<file path="src/rtl/tx_gpack.sv">
// Shared constants, state encoding and mode encoding for the transmit datapath.
package tx_gpack;

  localparam int TAPS_DEF     = 3;
  localparam int WEIGHT_W_DEF = 8;
  localparam int OUT_W_DEF    = WEIGHT_W_DEF + 2;
  localparam int PRE_LEN_DEF  = 16;

  // x^7 + x^6 + 1: feedback from state bits 6 and 5
  localparam logic [6:0] PRBS_SEED   = 7'h7F;
  localparam int         PRBS_TAP_HI = 6;
  localparam int         PRBS_TAP_LO = 5;

  typedef enum logic [1:0] {
    IDLE     = 2'd0,
    PREAMBLE = 2'd1,
    RUN      = 2'd2,
    FLUSH    = 2'd3
  } state_e;

  localparam logic [1:0] MODE_ZERO = 2'd0;
  localparam logic [1:0] MODE_PRBS = 2'd1;
  localparam logic [1:0] MODE_USER = 2'd2;
  localparam logic [1:0] MODE_ALT  = 2'd3;

endpackage

</file>
<file path="src/rtl/prbs7_gen.sv">
// PRBS7 source: bit_o is the current MSB, the register shifts only when adv is high.
module prbs7_gen
  import tx_gpack::*;
(
  input  logic clk,
  input  logic rstb,
  input  logic adv,
  output logic bit_o
);

  logic [6:0] r_state;

  always_ff @(posedge clk or negedge rstb) begin
    if (!rstb) begin
      r_state <= PRBS_SEED;
    end else if (adv) begin
      r_state <= {r_state[5:0], r_state[PRBS_TAP_HI] ^ r_state[PRBS_TAP_LO]};
    end
  end

  assign bit_o = r_state[6];

endmodule

</file>
<file path="src/rtl/tx_datapath.sv">
// Serial transmit datapath: preamble/pattern/user-data bit source feeding a
// post-cursor FIR with double-buffered tap weights and a two-stage output pipeline.
module tx_datapath
  import tx_gpack::*;
#(
  parameter  int TAPS     = TAPS_DEF,
  parameter  int WEIGHT_W = WEIGHT_W_DEF,
  parameter  int PRE_LEN  = PRE_LEN_DEF,
  localparam int OUT_W    = WEIGHT_W + 2
) (
  input  logic                       clk,
  input  logic                       rstb,
  input  logic                       en,
  input  logic [1:0]                 mode,
  input  logic                       data_i,
  input  logic                       data_valid_i,
  output logic                       data_ready_o,
  input  logic                       wt_wr,
  input  logic [1:0]                 wt_addr,
  input  logic signed [WEIGHT_W-1:0] wt_data,
  input  logic                       wt_commit,
  output logic signed [OUT_W-1:0]    tx_code_o,
  output logic                       tx_bit_o,
  output logic                       tx_valid_o,
  output logic                       underflow_o
);

  localparam int                CNT_W       = $clog2(PRE_LEN + TAPS + 1);
  localparam logic [CNT_W-1:0]  PRE_LAST    = CNT_W'(PRE_LEN - 1);
  localparam logic [CNT_W-1:0]  FLUSH_LAST  = CNT_W'((TAPS > 1) ? TAPS - 2 : 0);
  localparam logic signed [WEIGHT_W-1:0] WT_MAIN_RST = {2'b01, {(WEIGHT_W-2){1'b0}}};

  state_e              r_state;
  logic [1:0]          r_mode;
  logic [CNT_W-1:0]    r_cnt;
  logic                r_alt;
  logic                r_ready;
  logic                r_uf;

  logic [TAPS-1:0]             r_dl_bit;
  logic [TAPS-1:0]             r_dl_act;
  logic signed [WEIGHT_W-1:0]  r_wt_shadow [TAPS];
  logic signed [WEIGHT_W-1:0]  r_wt_active [TAPS];
  logic signed [OUT_W-1:0]     r_code;
  logic                        r_bit;
  logic                        r_valid;

  logic                    w_emit;
  logic                    w_bit;
  logic                    w_prbs_adv;
  logic                    w_prbs_bit;
  logic                    w_alt_adv;
  logic                    w_wr_ok;
  logic signed [OUT_W-1:0] w_fir;
  logic                    w_any_act;

  assign w_emit     = (r_state == PREAMBLE) || (r_state == RUN);
  assign w_prbs_adv = (r_state == RUN) && (r_mode == MODE_PRBS);
  assign w_alt_adv  = (r_state == PREAMBLE) || ((r_state == RUN) && (r_mode == MODE_ALT));
  assign w_wr_ok    = wt_wr && (int'(wt_addr) < TAPS);

  prbs7_gen u_prbs (
    .clk   (clk),
    .rstb  (rstb),
    .adv   (w_prbs_adv),
    .bit_o (w_prbs_bit)
  );

  // NOTE: every variable assigned in always_comb gets a default first, so no latch is inferred.
  always_comb begin
    w_bit = 1'b0;
    if (r_state == PREAMBLE) begin
      w_bit = r_alt;
    end else if (r_state == RUN) begin
      case (r_mode)
        MODE_PRBS: w_bit = w_prbs_bit;
        MODE_USER: w_bit = data_valid_i & data_i;
        MODE_ALT:  w_bit = r_alt;
        default:   w_bit = 1'b0;
      endcase
    end
  end

  // NOTE: sequential state uses non-blocking assignments so all registers update from pre-edge values.
  always_ff @(posedge clk or negedge rstb) begin
    if (!rstb) begin
      r_state <= IDLE;
      r_mode  <= MODE_ZERO;
      r_cnt   <= '0;
      r_alt   <= 1'b1;
      r_ready <= 1'b0;
      r_uf    <= 1'b0;
    end else begin
      if (w_alt_adv) r_alt <= ~r_alt;
      if ((r_state == RUN) && (r_mode == MODE_USER) && !data_valid_i) r_uf <= 1'b1;
      case (r_state)
        IDLE: begin
          if (en) begin
            r_state <= PREAMBLE;
            r_mode  <= mode;
            r_cnt   <= '0;
            r_alt   <= 1'b1;
            r_uf    <= 1'b0;
          end
        end
        PREAMBLE: begin
          if (!en) begin
            r_cnt <= '0;
            if (TAPS > 1) r_state <= FLUSH;
            else          r_state <= IDLE;
          end else if (r_cnt == PRE_LAST) begin
            r_state <= RUN;
            r_ready <= (r_mode == MODE_USER);
          end else begin
            r_cnt <= r_cnt + 1'b1;
          end
        end
        RUN: begin
          if (!en) begin
            r_cnt   <= '0;
            r_ready <= 1'b0;
            if (TAPS > 1) r_state <= FLUSH;
            else          r_state <= IDLE;
          end
        end
        FLUSH: begin
          // en is ignored here; a held en re-enters PREAMBLE via one IDLE cycle
          if (r_cnt == FLUSH_LAST) r_state <= IDLE;
          else                     r_cnt   <= r_cnt + 1'b1;
        end
        default: r_state <= IDLE;
      endcase
    end
  end

  // NOTE: the weight arrays are reset explicitly because tap 0 must come up at unity gain.
  always_ff @(posedge clk or negedge rstb) begin
    if (!rstb) begin
      for (int k = 0; k < TAPS; k++) begin
        r_wt_shadow[k] <= (k == 0) ? WT_MAIN_RST : '0;
        r_wt_active[k] <= (k == 0) ? WT_MAIN_RST : '0;
      end
      r_dl_bit <= '0;
      r_dl_act <= '0;
      r_code   <= '0;
      r_bit    <= 1'b0;
      r_valid  <= 1'b0;
    end else begin
      for (int k = 0; k < TAPS; k++) begin
        if (w_wr_ok && (int'(wt_addr) == k)) r_wt_shadow[k] <= wt_data;
        // a write in the commit cycle bypasses the shadow so the new value lands at once
        if (wt_commit) begin
          r_wt_active[k] <= (w_wr_ok && (int'(wt_addr) == k)) ? wt_data : r_wt_shadow[k];
        end
      end
      r_dl_bit[0] <= w_bit & w_emit;
      r_dl_act[0] <= w_emit;
      for (int k = 1; k < TAPS; k++) begin
        r_dl_bit[k] <= r_dl_bit[k-1];
        r_dl_act[k] <= r_dl_act[k-1];
      end
      r_code  <= w_fir;
      r_bit   <= r_dl_bit[0] & r_dl_act[0];
      r_valid <= w_any_act;
    end
  end

  always_comb begin
    w_fir     = '0;
    w_any_act = 1'b0;
    for (int k = 0; k < TAPS; k++) begin
      if (r_dl_act[k]) begin
        w_any_act = 1'b1;
        if (r_dl_bit[k]) w_fir = w_fir + OUT_W'(r_wt_active[k]);
        else             w_fir = w_fir - OUT_W'(r_wt_active[k]);
      end
    end
  end

  assign tx_code_o    = r_code;
  assign tx_bit_o     = r_bit;
  assign tx_valid_o   = r_valid;
  assign data_ready_o = r_ready;
  assign underflow_o  = r_uf;

endmodule

</file>
<file path="config.mk">
export PLATFORM = sky130hd
export DESIGN_NAME = tx_datapath
export DESIGN_NICKNAME = d
export VERILOG_FILES = /design/src/rtl/tx_gpack.sv /design/src/rtl/prbs7_gen.sv /design/src/rtl/tx_datapath.sv
export SDC_FILE = /design/constraint.sdc
export NUM_CORES = 1
export LEC_CHECK = 0
export CORE_UTILIZATION = 35
export CTS_BUF_LIST = sky130_fd_sc_hd__clkbuf_8
export DETAILED_ROUTE_END_ITERATION = 7
export GPL_TIMING_DRIVEN = 0
export PLACE_DENSITY_LB_ADDON = 0.25
export SLEW_MARGIN = 10
export SYNTH_ARGS = -nofsm -noshare
export SYNTH_HDL_FRONTEND = slang
export SYNTH_HIERARCHICAL = 1
export SYNTH_SLANG_ARGS = --single-unit
</file>
<file path="constraint.sdc">
create_clock -name clk -period 4.9 [get_ports clk]
set_input_delay 1.47 -clock clk [delete_from_list [all_inputs] [get_ports clk]]
set_output_delay 1.47 -clock clk [all_outputs]
set_load 0.03 [all_outputs]
</file>
==> run summary, run 1 <==
Yosys mapped a number of flops with a built-in enable equal to 0. The most common cell after layout, fill and taps aside was sky130_fd_sc_hd__dfrtp_1. The area growth from synthesis to layout is 15.64%. Of the total power, the share spent switching nets is 42.12%. The number of antenna diodes is 0. TritonCTS built the clock tree. Capture instance of the worst register-to-register path: tx_code_o[9]. For this run, the number of Yosys warnings is 6. The instance count of the mapped netlist was 436. CTS placed an instance of sky130_fd_sc_hd__clkbuf_8 at the clock tree root. The routed wire length per instance came out at 14.38 µm. The number of global-route vias before repair is 3385, and the worst reg2reg path depth is 17. The maximum ir drop on the vdd rail was 0.3333 mV; the placement row count was 42.

For this design the ratio of total power to cell area is 805.8 nW/µm². The tools report the critical path launch point as r_wt_active[16]. In this run, post-CTS hold repair placed 0 buffers. The run gives 5160 ps as the worst endpoint required time. The run gives 3 as the number of H-tree levels. In the final design database the tool counted 528 nets. For this run the aggregate overflow at the end of global routing stands at 0.

The floorplan step defined a die boundary enclosing 14230 µm². The run finished with clean final reports. Number of CTS-inserted buffers: 9.

Once the floorplan was initialized, standard cells occupied 36.07% of the core. The critical path ends at tx_code_o[9]. The power spent charging and discharging nets was 1.890 mW; the port buffer count was 31. The hold violation count in the final report is 0, and the internal power is 2.597 mW. The number of max-slew violations in the final report came out at 0.

The tools report the post-CTS setup repair buffer count as 0. The data arrival time at the worst-slack endpoint came out at 4480 ps. Number of storage elements in the synthesis netlist: 85. For this run, the register share of the synthesized area comes to 44.44%. Cells with a size suffix above 1 make up 21.53% of the layout. Entering global routing, the biggest net connects 46 pins. The maximum root-to-sink buffer count is 2. The worst setup path is captured at a flop. The clock drives 85 sinks.

The final antenna-violating net count is 0. After layout, the worst path uses 86.11% of the clock period. The first global-routing pass estimated 16360 µm of wire.

The run gives 8.835 ps as the clock tree skew after final layout. Of all nets on the critical path, the largest fanout is 4. The tools report the final worst-path setup slack as 680.5 ps. The worst-case setup slack after placement was 713.9 ps; the transition time at the pin with the least slew margin was 674.6 ps. The run gives 485 as the net count after synthesis.

The total area inside the core boundary comes to 13350 µm². Dividing the detail-routed via count by the number of cells gives 4.907. For the detailed-router iteration count before antenna repair, the log shows 4.

The design draws 4.486 mW. The register-to-register path setup slack was 680 ps; the async set-reset flop share out of synthesis was 100.0%. Setup violations remaining at the end of the flow were counted as 0. The clock network burns 11.4% of the power. During I/O placement, the number of pins put on the boundary was 33. Across all hold checks on the routed design, the worst slack comes to 394.2 ps. In the layout the commonest cells are sky130_fd_sc_hd__dfrtp_1, sky130_fd_sc_hd__mux2_2, sky130_fd_sc_hd__nor2_1, sky130_fd_sc_hd__clkdlybuf4s50_1. For this design the static power due to leakage is 2.390 nW. Fmax: 0.2370 GHz. Routability-driven placement finished with a final weighted congestion of 0.8706.

The routed design could run at a clock period as short as 4219 ps. The kind of path behind the tightest hold check is flop to flop. The total routing usage reported by global routing was 14.91%; the share of power burned in registers was 24.6%. The tools report the number of antenna violations at the first check in global routing as 0. Measured along the y axis, the die boundary spans 119.3 µm. The tools report the startpoint of the most critical register-to-register path as r_wt_active[16]. Detailed routing inserted a total of 3234 vias. Setup repair after global routing left no endpoint under its margin. Type of the worst setup path: flop to flop. The logs give 48 for the number of different library cells in the post-synthesis netlist and 380 ps for the latest clock arrival within the worst-skew pair. Max-cap violations in this run came to 0. The CTS clock-pin slew for the worst setup and hold paths is 90 ps. For this block, the initial DRC count from the detailed router was 116. In this run the tightest slew margin relative to its limit is 54.83%. The proportion of power drawn by combinational gates was 64.0%.

The placed wire-length estimate is 7208 µm. Dividing the synthesized area by the synthesized cell count gives 11.04 µm². Detailed-route wire length: 9475 µm. STA classifies the critical path startpoint as a flop.

The chip width is 119.3 µm. The predominant post-synthesis flop cell was sky130_fd_sc_hd__dfrtp_1. In this run the cell area of the synthesized design comes to 4815 µm². The filler cells instantiated in the layout total 1303. After detailed routing, the number of remaining DRC violations is 0. Once the clock tree was built, the resizer swapped 0 gates to a different size.
worst min path at each step:
stage / from / depth (start not counted) / endpoint
CTS: r_dl_act[0] / 0 / r_dl_act[1]
global placement: r_dl_act[0] / 0 / r_dl_act[1]
finish: r_dl_act[0] / 0 / r_dl_act[1]
global route: r_dl_act[0] / 0 / r_dl_act[1]
floorplan: r_dl_bit[1] / 0 / r_dl_bit[2]
detailed placement: r_dl_act[0] / 0 / r_dl_act[1]
routing by layer:
| metal | share of wire [%] | vias to the layer above | wire (µm) | track usage, % |
|---|---|---|---|---|
| met4 | 2.2 | 0 | 210 | 5.301 |
| li1 | - | 1594 | - | - |
| met2 | 48 | 45 | 4579 | 25.29 |
| met3 | 3.7 | 17 | 350 | 4.598 |
| met1 | 46 | 1578 | 4334 | 17.72 |
| met5 | 0 | - | 0 | 0 |
kinds of logic (layout without fill, tap and decap cells):
| logic type | count (synthesis) | in the layout | synth area share (%) |
|---|---|---|---|
| buffers and inverters | 35 | 82 | 3.066 |
| and+or+nand+nor | 105 | 105 | 10.89 |
| AOI/OAI and AO/OA | 76 | 76 | 10.06 |
| adders and majority gates | 30 | 30 | 8.108 |
| xor gates and xnor gates | 37 | 37 | 7.043 |
| muxes | 68 | 68 | 16.40 |
| DFF | 85 | 85 | 44.44 |
synthesized netlist by cell type (all sizes together) (2+ instances only):
| master | number | area [µm²] |
|---|---|---|
| dfstp | 10 | 262.8 |
| and2 | 5 | 31.28 |
| xnor2 | 16 | 140.1 |
| o21a | 2 | 15.01 |
| fa | 2 | 40.04 |
| ha | 28 | 350.3 |
| mux2 | 63 | 739.5 |
| mux2i | 5 | 50.05 |
| o21ai | 21 | 108.9 |
| a31oi | 5 | 37.53 |
| o21bai | 2 | 15.01 |
| nor4 | 2 | 12.51 |
| nand2 | 26 | 97.59 |
| o31ai | 4 | 30.03 |
| a21o | 4 | 30.03 |
| dfrtp | 75 | 1877 |
| nor3 | 9 | 50.05 |
| nand3 | 2 | 10.01 |
| buf | 5 | 35.03 |
| a211oi | 2 | 15.01 |
| nor2b | 6 | 37.54 |
| nand2b | 5 | 31.28 |
| inv | 23 | 86.33 |
| a21oi | 31 | 166.4 |
| nor3b | 2 | 25.02 |
| nor4b | 2 | 23.77 |
| or3 | 3 | 18.77 |
| clkbuf | 7 | 26.28 |
| nand3b | 4 | 30.03 |
| xor2 | 20 | 175.2 |
| nor2 | 36 | 135.1 |
worst max-delay path: stages (launching register included):
cell                       delay (ps)
sky130_fd_sc_hd__dfrtp_1          400
sky130_fd_sc_hd__inv_1             70
sky130_fd_sc_hd__ha_1             210
sky130_fd_sc_hd__or3_1            340
sky130_fd_sc_hd__a21boi_0         350
sky130_fd_sc_hd__ha_1             340
sky130_fd_sc_hd__a21o_1           200
sky130_fd_sc_hd__a21oi_2          230
sky130_fd_sc_hd__o21bai_1         110
sky130_fd_sc_hd__a21oi_2          150
sky130_fd_sc_hd__xnor2_1           80
sky130_fd_sc_hd__mux2_2           310
sky130_fd_sc_hd__ha_1             240
sky130_fd_sc_hd__o41ai_2          420
sky130_fd_sc_hd__o21ai_0          180
sky130_fd_sc_hd__xnor2_1          190
sky130_fd_sc_hd__nand2_1           90
sky130_fd_sc_hd__xor3_1           190
metrics by stage:
stage                     cell area, µm²  TNS (ps)  instances  util (%)
after floorplan                     4815         0        436         -
after global placement              5345    -53970        643     40.04
after detailed placement            5370         0        644     40.23
after CTS                           5568         0        659     41.71
after global routing                5568         0        659     41.71
final                               5568         0        659     41.71
power by group through the flow:
stage,logic [mW],registers (mW),clock network [mW]
final,2.87,1.11,0.512
after global routing,3.20,1.14,0.563
after CTS,2.88,1.11,0.534
after detailed placement,2.87,1.12,0
after global placement,2.79,1.11,0
after floorplan,2.20,1.18,0
layout make-up:
cell class | count | area (µm²) | share of cell area (%)
multi-input combinational | 316 | 2527 | 45.39
sequential | 85 | 2140 | 38.43
timing repair buffer | 32 | 335.3 | 6.022
tap | 176 | 220.2 | 3.955
clock buffer | 10 | 137.6 | 2.472
inverter | 23 | 86.33 | 1.551
buffer | 12 | 61.31 | 1.101
clock inverter | 5 | 60.06 | 1.079
state kept, by name (all words and copies together) (netlist names):
signal	cells
u_prbs/r_state	7
r_wt_shadow	24
r_mode	2
r_state	2
underflow_o	1
r_cnt	5
r_alt	1
r_wt_active	24
r_dl_bit	3
tx_bit_o	1
tx_valid_o	1
data_ready_o	1
r_dl_act	3
tx_code_o	10
(Power assumes the default switching activity.)
==> run 2, diff against run 1 <==
--- a/config.mk
+++ b/config.mk
@@ -5,6 +5,7 @@
 export SDC_FILE = /design/constraint.sdc
 export NUM_CORES = 1
 export LEC_CHECK = 0
+export CORE_MARGIN = 8
 export CORE_UTILIZATION = 35
 export CTS_BUF_LIST = sky130_fd_sc_hd__clkbuf_8
 export DETAILED_ROUTE_END_ITERATION = 7
==> run summary, run 2 (same netlist as run 1, synthesis figures left out) <==
The run finished with clean final reports. The detailed-router iteration count before antenna repair was 4. The logs give 0 for the count of maximum capacitance violations and 370 ps for the latest clock arrival within the worst-skew pair. The number of antenna violations at the first check in global routing was 0.

TritonCTS built the clock tree. Entering global routing, the biggest net connects 60 pins. By instance count, the cell type seen most on the critical path is sky130_fd_sc_hd__ha_1. Most common cell after layout, fill and taps aside: sky130_fd_sc_hd__dfrtp_1. The chip height came out at 133.3 µm. The tools report the number of CTS-inserted buffers as 9. Type of element launching the critical path: a flop. The run gives 3360 as the number of global-route vias before repair. The final cell count without fillers was 664; the final standard cell utilization of the core was 40.88%.

The area growth from synthesis to final layout is 16.03%. Once detail routing completed, the nets flagged for antenna violations numbered 0. The hold violation count in the final report is 0. The worst setup path is captured at a flop. The placement row count was 43. The H-tree was split into 3 levels. Setup repair after global routing left no endpoint under its margin.

The cell family with the largest share of critical-path delay is compound AO/OA/AOI/OAI gates. In the final routed layout, each cell accounts on average for 14.95 µm. The chip width came out at 133.3 µm.

The highest metal layer carrying signal wires in the routed design is met4. After legalization and detailed placement, the total HPWL measured 7532 µm. The count of boundary I/O pins is 33, and the full die area is 17760 µm². The port buffer count is 31, and the cell area power density is 809.2 nW/µm². Before CTS, the worst setup slack after placement is 748.7 ps.

For this run, design rule violations remaining after detail routing come to 0. The logs give 528 for the net count of the finished layout and 11.79% for the total routing usage reported by global routing. The detailed router put a total of 4516 µm of wire on met1. The violation count after the first detailed-routing iteration is 151. The worst setup path is of the flop to flop kind. Once the clock tree was built, the resizer swapped 0 gates to a different size. The tools report the number of max-slew violations in the final report as 0. Dividing the detail-routed via count by the number of cells gives 4.910. Headroom to the max-slew limit came out at 56.19%.

Detailed routing placed a total of 4855 µm of wire on met2. In this run the standard cell core region covers 13670 µm². The period utilization works out to 85.93%. The worst hold path belongs to the class flop to flop.

The tools report the count of final setup violators as 0. The maximum fanout along the worst path came out at 4. The cell with the largest stage delay on the worst path was sky130_fd_sc_hd__dfrtp_1. At the pin with the least slew margin, the transition time is 654.2 ps. Buffers inserted to repair hold after CTS numbered 0. Across all layers, the routed design uses 3260 vias.

The detailed-route wire length came out at 9930 µm. The analysis attributes to cell leakage a power of 2.393 nW. The tools report the post-CTS setup repair buffer count as 0.

In this run the most critical hold path is launched from r_dl_bit[1]. The critical path launch point is r_wt_active[16]. The clock passes through at most 2 buffers.

The critical path goes through inv_1 > ha_1 > or3_1 > a21boi_0 > ha_1 > a21o_1 > a21oi_2 > o21bai_1 > a21oi_2 > xnor2_1 > mux2_2 > ha_1 > a21oi_1 > nand2_1 > o41ai_2 > o21ai_0 > xnor2_1 > nand2_1 > xor3_1. The data arrival time at the worst-slack endpoint came out at 4470 ps. Overflow left after global routing: 0.

The effective utilization at floorplan is 35.23%, and the routability congestion estimate is 0.8372. For the clock tree skew after final layout, the log shows 16.48 ps. The cell sitting at the root of the clock tree is a sky130_fd_sc_hd__clkbuf_8. The number of buffers and inverters on the critical path was 1. Based on the critical path, the design can be clocked at up to 0.2375 GHz.

The startpoint identified for the worst register-to-register timing path is r_wt_active[16]. Placed instance count: 648. The number of sinks driven by the clock tree is 85, and the clock period minus final worst setup slack is 4210 ps. The first global-routing pass estimated 16810 µm of wire. For this run, the slowest stage of the critical path takes 420 ps. The top cell types in the final layout, fill and taps aside, are sky130_fd_sc_hd__dfrtp_1, sky130_fd_sc_hd__mux2_2, sky130_fd_sc_hd__nor2_1, sky130_fd_sc_hd__clkdlybuf4s50_1.

After detailed routing, the met3 layer carries 340 µm of wire. The maximum ir drop on the vdd rail came out at 0.3240 mV. The repair_antennas step left the layout with diodes totalling 0.

After clock tree synthesis, the clock-pin slew on the worst setup and hold paths is 100 ps. The tools report the worst endpoint required time as 5160 ps. The final worst-path setup slack came out at 689.5 ps. The post-route netlist has 21.69% of its cells at a drive strength greater than 1.
[run 2: worst reg2reg max path, stage by stage, from the launching register on]
cell and delay (ps):
sky130_fd_sc_hd__dfrtp_1 420, sky130_fd_sc_hd__inv_1 70, sky130_fd_sc_hd__ha_1 210, sky130_fd_sc_hd__or3_1 330, sky130_fd_sc_hd__a21boi_0 350, sky130_fd_sc_hd__ha_1 350
sky130_fd_sc_hd__a21o_1 210, sky130_fd_sc_hd__a21oi_2 220, sky130_fd_sc_hd__o21bai_1 120, sky130_fd_sc_hd__a21oi_2 160, sky130_fd_sc_hd__xnor2_1 70, sky130_fd_sc_hd__mux2_2 300
sky130_fd_sc_hd__ha_1 340, sky130_fd_sc_hd__a21oi_1 160, sky130_fd_sc_hd__nand2_1 80, sky130_fd_sc_hd__o41ai_2 70, sky130_fd_sc_hd__o21ai_0 170, sky130_fd_sc_hd__xnor2_1 190
sky130_fd_sc_hd__nand2_1 100, sky130_fd_sc_hd__xor3_1 190
[run 2: area by class of cell]
type,instances,area [µm²]
well taps,180,225.2
repair buffers,32,335.3
multi-input cells,316,2527
clock buffers,9,123.9
inverters,23,86.33
flip-flops and latches,85,2140
plain buffers,12,61.31
clock inverters,7,87.58
fillers,1354,8079
[run 2: report_power, final]
part	internal [mW]	switching (mW)
clock network	0.248	0.288
logic	1.40	1.49
registers	0.954	0.149
[run 2: final timing paths]
kind,cells after the start,endpoint,slack (ps)
worst min register to register,0,r_dl_bit[2],390
worst max register to register,19,tx_code_o[9],690
worst min-delay path,0,r_dl_bit[2],390
worst max-delay path,19,tx_code_o[9],690
min in group asynchronous,1,r_wt_shadow[2],1010
max in group asynchronous,2,r_alt,3220
[run 2: through the flow]
| step | setup TNS [ps] | instance area, µm² | hold WS [ps] | power, mW |
|---|---|---|---|---|
| floorplan | 0 | 4815 | 351.9 | 3.380 |
| global placement | -54140 | 5350 | 377.8 | 3.913 |
| detailed placement | 0 | 5375 | 375.3 | 3.998 |
| CTS | 0 | 5587 | 394.8 | 4.570 |
| global route | 0 | 5587 | 401.5 | 4.959 |
| finish | 0 | 5587 | 392.6 | 4.521 |
[run 2: layer usage]
layer / GRT usage (%) / vias up
met5: 0 / -
met4: 4.741 / 0
met3: 3.426 / 16
met2: 19.63 / 44
met1: 13.99 / 1605
li1: - / 1595
